## src/rtl/regfile_bank.sv

```systemverilog
// regfile_bank: register bank with two async read ports, one sync write port, clear sweep, write counter and LEDs
// Ports: clk, reset (sync, active-high); rd_addr1/2 -> rd_data1/2 (combinational reads);
//        wr_en/wr_addr/wr_data (write port); clear_req -> busy/clear_done (sweep handshake);
//        wr_cnt (saturating accepted-write count); led (active-low wr_data[3:0] of last accepted write).
// Optional: define REGFILE_BYPASS_EN for same-cycle write-to-read forwarding.
module regfile_bank #(
  parameter int DATA_W = 32,
  parameter int ADDR_W = 5,
  parameter int DEPTH  = 32,
  parameter int CNT_W  = 16
) (
  input  logic              clk,
  input  logic              reset,
  input  logic [ADDR_W-1:0] rd_addr1,
  input  logic [ADDR_W-1:0] rd_addr2,
  output logic [DATA_W-1:0] rd_data1,
  output logic [DATA_W-1:0] rd_data2,
  input  logic              wr_en,
  input  logic [ADDR_W-1:0] wr_addr,
  input  logic [DATA_W-1:0] wr_data,
  input  logic              clear_req,
  output logic              busy,
  output logic              clear_done,
  output logic [CNT_W-1:0]  wr_cnt,
  output logic [3:0]        led
);
  localparam logic [ADDR_W:0]   L_DEPTH = (ADDR_W+1)'(DEPTH);
  localparam logic [ADDR_W-1:0] L_LAST  = ADDR_W'(DEPTH-1);
  typedef enum logic [1:0] {S_IDLE, S_CLEAR, S_DONE} state_t;
  state_t            r_state, w_next;
  logic [ADDR_W-1:0] r_idx;
  logic [DATA_W-1:0] r_regs [DEPTH];
  logic [CNT_W-1:0]  r_cnt;
  logic [3:0]        r_led;
  logic              w_acc, w_store, w_ok1, w_ok2;
  always_ff @(posedge clk) begin
    r_state <= reset ? S_IDLE : w_next;
  end
  always_comb begin
    w_next = r_state == S_IDLE  ? (clear_req ? S_CLEAR : S_IDLE) :
             r_state == S_CLEAR ? (r_idx == L_LAST ? S_DONE : S_CLEAR) : S_IDLE;
  end
  always_comb begin
    busy       = r_state == S_CLEAR;
    clear_done = r_state == S_DONE;
  end
  // A clear request in IDLE takes priority over a simultaneous write.
  always_comb begin
    w_acc   = wr_en && r_state != S_CLEAR && !(r_state == S_IDLE && clear_req);
    w_store = w_acc && wr_addr != '0 && {1'b0, wr_addr} < L_DEPTH;
    w_ok1   = rd_addr1 != '0 && {1'b0, rd_addr1} < L_DEPTH && !busy;
    w_ok2   = rd_addr2 != '0 && {1'b0, rd_addr2} < L_DEPTH && !busy;
  end
  always_ff @(posedge clk) begin
    if (reset) begin
      for (int i = 0; i < DEPTH; i++) r_regs[i] <= '0;
      r_idx <= '0;
      r_cnt <= '0;
      r_led <= '1;
    end else begin
      r_idx <= r_state == S_CLEAR ? r_idx + 1'b1 : '0;
      if (r_state == S_CLEAR) r_regs[r_idx] <= '0;
      if (w_store) r_regs[wr_addr] <= wr_data;
      if (w_acc) begin
        r_cnt <= r_cnt == '1 ? r_cnt : r_cnt + 1'b1;
        r_led <= ~wr_data[3:0];
      end
    end
  end
  always_comb begin
`ifdef REGFILE_BYPASS_EN
    rd_data1 = !w_ok1 ? '0 : (w_store && wr_addr == rd_addr1) ? wr_data : r_regs[rd_addr1];
    rd_data2 = !w_ok2 ? '0 : (w_store && wr_addr == rd_addr2) ? wr_data : r_regs[rd_addr2];
`else
    rd_data1 = w_ok1 ? r_regs[rd_addr1] : '0;
    rd_data2 = w_ok2 ? r_regs[rd_addr2] : '0;
`endif
  end
  assign wr_cnt = r_cnt;
  assign led    = r_led;
endmodule

```

## config.mk

```make
export PLATFORM = sky130hd
export DESIGN_NAME = regfile_bank
export DESIGN_NICKNAME = d
export VERILOG_FILES = /design/src/rtl/regfile_bank.sv
export SDC_FILE = /design/constraint.sdc
export NUM_CORES = 2
export LEC_CHECK = 0
export CAP_MARGIN = 5
export CORE_MARGIN = 4
export CORE_UTILIZATION = 42
export CTS_CLUSTER_DIAMETER = 100
export DETAILED_ROUTE_END_ITERATION = 12
export HOLD_SLACK_MARGIN = 0.02
export PLACE_DENSITY = 0.61
export SYNTH_ARGS = -nofsm -noshare
export SYNTH_HDL_FRONTEND = slang
export SYNTH_SLANG_ARGS = --single-unit
export TNS_END_PERCENT = 1
```

## constraint.sdc

```tcl
create_clock -name clk -period 5.2 [get_ports clk]
set_input_delay 0.78 -clock clk [delete_from_list [all_inputs] [get_ports clk]]
set_output_delay 0.78 -clock clk [all_outputs]
set_load 0.01 [all_outputs]
```

==> results by stage <==
Placement:
- The number of placed instances, taps included, is between 6000 and 7000.
- The wire-length estimate of the detail-placed layout is ~120000 um.
- At the end of routability-driven placement, the weighted congestion stood at 1.02.
- During placement, the flow inserted port buffers numbering between 100 and 150.

Global route:
- The first global-routing pass estimated 288000 um of wire.
- In the global route stage, overall resource usage came out at between 20% and 30%.
- The aggregate global routing overflow is 0.
- The maximum number of pins on one net before global-route repair is 69.
- The initial antenna violation count came to 5.
- The via count of the first global-routing pass is approximately 40000.

Clocking:
- At the later pin of the worst-skew pair, clock insertion delay measures 0.73 ns.
- In this run the number of H-tree levels came out at 3.
- TritonCTS built the clock tree.
- Clock tree synthesis inserted a total of between 100 and 150 buffers.
- The number of resized instances in the post-cts repair step is 0.
- The number of sinks driven by the clock tree is between 1000 and 1500.
- Clock-pin slew was measured on the worst setup and hold paths at 0.06 ns.
- Hold repair after CTS inserted 0 buffers.
- The deepest clock path buffer count is 3.
- The post-CTS setup repair buffer count is 0.
- The clock tree root buffer cell is sky130_fd_sc_hd__clkbuf_16.

Logic synthesis:
- During synthesis, Yosys emitted a total of 0 warnings.
- The proportion of synthesized chip area in sequential cells is around 57%.
- The instance count of the mapped netlist is between 4000 and 5000.
- The mapped netlist covers between 0.05 and 0.06 sq mm.
- The number of enable flip-flop cells after synthesis is between 1000 and 1500.
- For this run, asynchronously set or reset flops after synthesis account for 0%.
- The average instance in the mapped netlist occupies roughly 12 sq um.
- The post-synthesis cell type count is 63.
- Counting flops and latches in the post-synthesis netlist gives 1051.
- The most used flip-flop cell after synthesis is sky130_fd_sc_hd__edfxtp_1.

STA:
- Setup repair after global routing left no endpoint under its margin.
- The final hold violation count is 0.
- The setup skew after layout is just over 0.02 ns.
- The count of final max-slew check failures came to 0.
- The slew at the pin closest to its max-slew limit is about 1.1 ns.
- Setup violations remaining at the end of the flow were counted as 0.
- On the final layout, the worst hold slack is ~0.51 ns.
- The worst slew slack as a fraction of its limit is about 25%.
- The peak clock frequency supported by timing is between 0.15 and 0.2 GHz.
- The total negative slack for setup checks is 0 ns.
- The worst path uses a little over nine tenths of the clock period.
- The post-layout minimum cycle time is 5.02 ns.

Critical path:
- The type of element launching the critical path is a flop.
- The sort of element at the end of the critical path is an output port.
- Walking the worst path, the cells encountered are nand2b_2 -> inv_2 -> nor3b_2 -> buf_4 -> nand3_1 -> nand4_1 -> clkdlybuf4s50_1.
- The start-to-end type of the worst setup path is flop to output port.
- The data required time at the worst endpoint is 4.42 ns.
- The worst register-to-register path ends at r_regs[19][22].
- For this design, the slowest cell found on the critical path is sky130_fd_sc_hd__nor3b_2.
- The largest fanout of any net on the critical path is 16.
- In this run the register-to-register setup slack is between 1.5 and 2 ns.
- The worst reg2reg path depth is 6.
- The critical register-to-register path startpoint is r_state[0].
- The delay contributed by the slowest stage of the critical path is around 0.65 ns.
- Data on the critical path arrives at its endpoint at about 4.2 ns.

Pwr:
- Across the VDD grid, the largest voltage drop is approximately 0.26 mV.
- In this run the static leakage power is 0.0218 uW.
- The analysis attributes to net switching a power of about 5100 uW.
- The internal portion of total power is 14900 uW.
- The ratio of total power to cell area is roughly 320 mW/mm^2.
- The combinational share of power is between 10% and 20%.
- The clock share of power is between 30% and 40%.
- Of the total power, the share spent switching nets is ~26%.
- The fraction of power consumed by sequential logic is 48.7%.
- Power comes to 20000 uW.

Flow run:
- The max-cap violation count is 0.

Final layout:
- In the layout the commonest cells are 1024 x sky130_fd_sc_hd__edfxtp_1, 975 x sky130_fd_sc_hd__nor2_1, 769 x sky130_fd_sc_hd__mux2i_1.
- The layout overhead on the synthesized area is 12.9%.
- The most common cell after layout, fill and taps aside is sky130_fd_sc_hd__edfxtp_1.
- The number of filler cells placed in the layout is between 10000 and 15000.
- The count of nets after finishing is between 4000 and 5000.
- Cells with a size suffix above 1 make up 14.5% of the layout.
- Leaving out filler cells and counting taps, the final layout contains 6279.

Run status:
- The flow ran to the end, and the final reports show no timing, DRC or antenna violations.

Die:
- The floorplan step defined a die boundary enclosing about 0.14 sq mm.
- The vertical extent of the die is 369 um.
- Once the floorplan was initialized, standard cells occupied 42.3% of the core.
- The width of the die is roughly 370 um.
- The total I/O pin count is between 100 and 150.
- The core area is roughly 0.13 sq mm.
- The floorplan has 132 rows.

Routing:
- Summed over all layers, the routed wires come to a little over 200000 um.
- The remaining number of nets flagged by the antenna check after routing is 0.
- The first TritonRoute pass finished after 8 iterations.
- The number of DRC violations after detailed routing is 0.
- Dividing the detail-routed wire length by the instance count gives ~33 um.
- After detailed routing, the number of vias per cell comes to 6.44.
- Summing over every cut layer, the via total after detailed routing is slightly above 40000.
- In this run, the number of DRC markers left after iteration 0 of detailed routing was approximately 5900.

Hold path:
- The type of the worst min-delay path is flop to flop.
- For hold timing, the worst endpoint is led[1].
- The start point of the worst min-delay path is led[1].
- The worst hold path passes through 2 cells.
==> how the worst max path moves through the flow <==
stage / startpoint / endpoint / cells after the start
global placement: rd_addr2[0] / rd_data2[7] / 8
floorplan: r_idx[0] / r_regs[0][0] / 4
finish: r_state[1] / rd_data1[7] / 7
detailed placement: rd_addr2[0] / rd_data2[7] / 8
CTS: r_state[1] / rd_data1[7] / 7
global route: r_state[1] / rd_data1[7] / 7
==> metrics by stage <==
stage | util [%] | setup slack [ns] | cell area (sq um)
2_1_floorplan | - | 1.56 | 54900
3_3_place_gp | 45.0 | 0.689 | 58400
3_5_place_dp | 45.0 | 0.730 | 58400
4_1_cts | 47.7 | 0.0269 | 61900
5_1_grt | 47.7 | 0.220 | 61900
6_report | 47.7 | 0.181 | 61900
==> metal layers <==
metal	part of all wire, %	global-route usage [%]
met5	0.0073	0
met1	38	39.6
met4	6.2	15.8
met3	11	6.18
met2	44	44.3
==> sequential cells by signal (all words and copies together), names as in the netlist <==
| signal | cells |
|---|---|
| led | 4 |
| r_idx | 5 |
| r_regs | 1024 |
| r_state | 2 |
| wr_cnt | 16 |
==> cells in the mapped netlist (12+ instances only) <==
library cell,count,area share [%]
sky130_fd_sc_hd__nand4_1,76,0.87
sky130_fd_sc_hd__nor2b_1,12,0.14
sky130_fd_sc_hd__buf_2,141,1.3
sky130_fd_sc_hd__buf_4,60,0.82
sky130_fd_sc_hd__nor2_1,979,6.7
sky130_fd_sc_hd__a21oi_1,13,0.12
sky130_fd_sc_hd__mux2i_1,769,14
sky130_fd_sc_hd__o22a_1,12,0.19
sky130_fd_sc_hd__nand3_1,210,1.9
sky130_fd_sc_hd__edfxtp_1,1024,56
sky130_fd_sc_hd__a22oi_1,384,5.3
sky130_fd_sc_hd__dfxtp_1,27,0.99
sky130_fd_sc_hd__clkbuf_1,210,1.4
sky130_fd_sc_hd__mux4_2,128,5.3
sky130_fd_sc_hd__mux2_2,64,1.3
sky130_fd_sc_hd__nor2_2,29,0.33
sky130_fd_sc_hd__nand2_2,21,0.24
sky130_fd_sc_hd__o32a_1,12,0.22
sky130_fd_sc_hd__buf_1,27,0.18
sky130_fd_sc_hd__nand2_1,119,0.81
==> area by class of cell <==
class	instances	area (sq um)	area share, %
multi-input combinational	2968	21800	35.2
inverter	8	30.0	0.0485
clock buffer	153	3090	4.99
clock inverter	56	437	0.705
timing repair buffer	300	3100	5.01
sequential	1051	31300	50.5
tap	1742	2180	3.52
antenna	1	2.50	0.00404
==> logic make-up (layout without fill, tap and decap cells) <==
group                    after synthesis  after routing  share of synthesized area (%)
XOR/XNOR                               2              2                         0.0320
multiplexers                         961            961                           20.6
flip-flops                          1051           1051                           57.1
other                                  1             33                        0.00684
adder cells (fa/ha/maj)                3              3                         0.0685
AND/OR/NAND/NOR                     1512           1512                           11.9
buffers and inverters                456            517                           3.99
AO/OA/AOI/OAI                        458            458                           6.33
==> worst max-delay path, delay by kind of cell, from the launching register on <==
kind / cells / cell delay [ns]
AND/OR/NAND/NOR: 4 / 1.69
buffers and inverters: 3 / 1.35
flip-flops: 1 / 0.43
==> power by group through the flow <==
stage                     Combinational [uW]  Sequential, uW  Clock, uW
after floorplan                         1290            9850          0
after global placement                  2300            9880          0
after detailed placement                2300            9890          0
after CTS                               2310            9720       7910
after global routing                    2420            9750       8270
final                                   2360            9720       7870
Power figures use the tool's default switching activity.
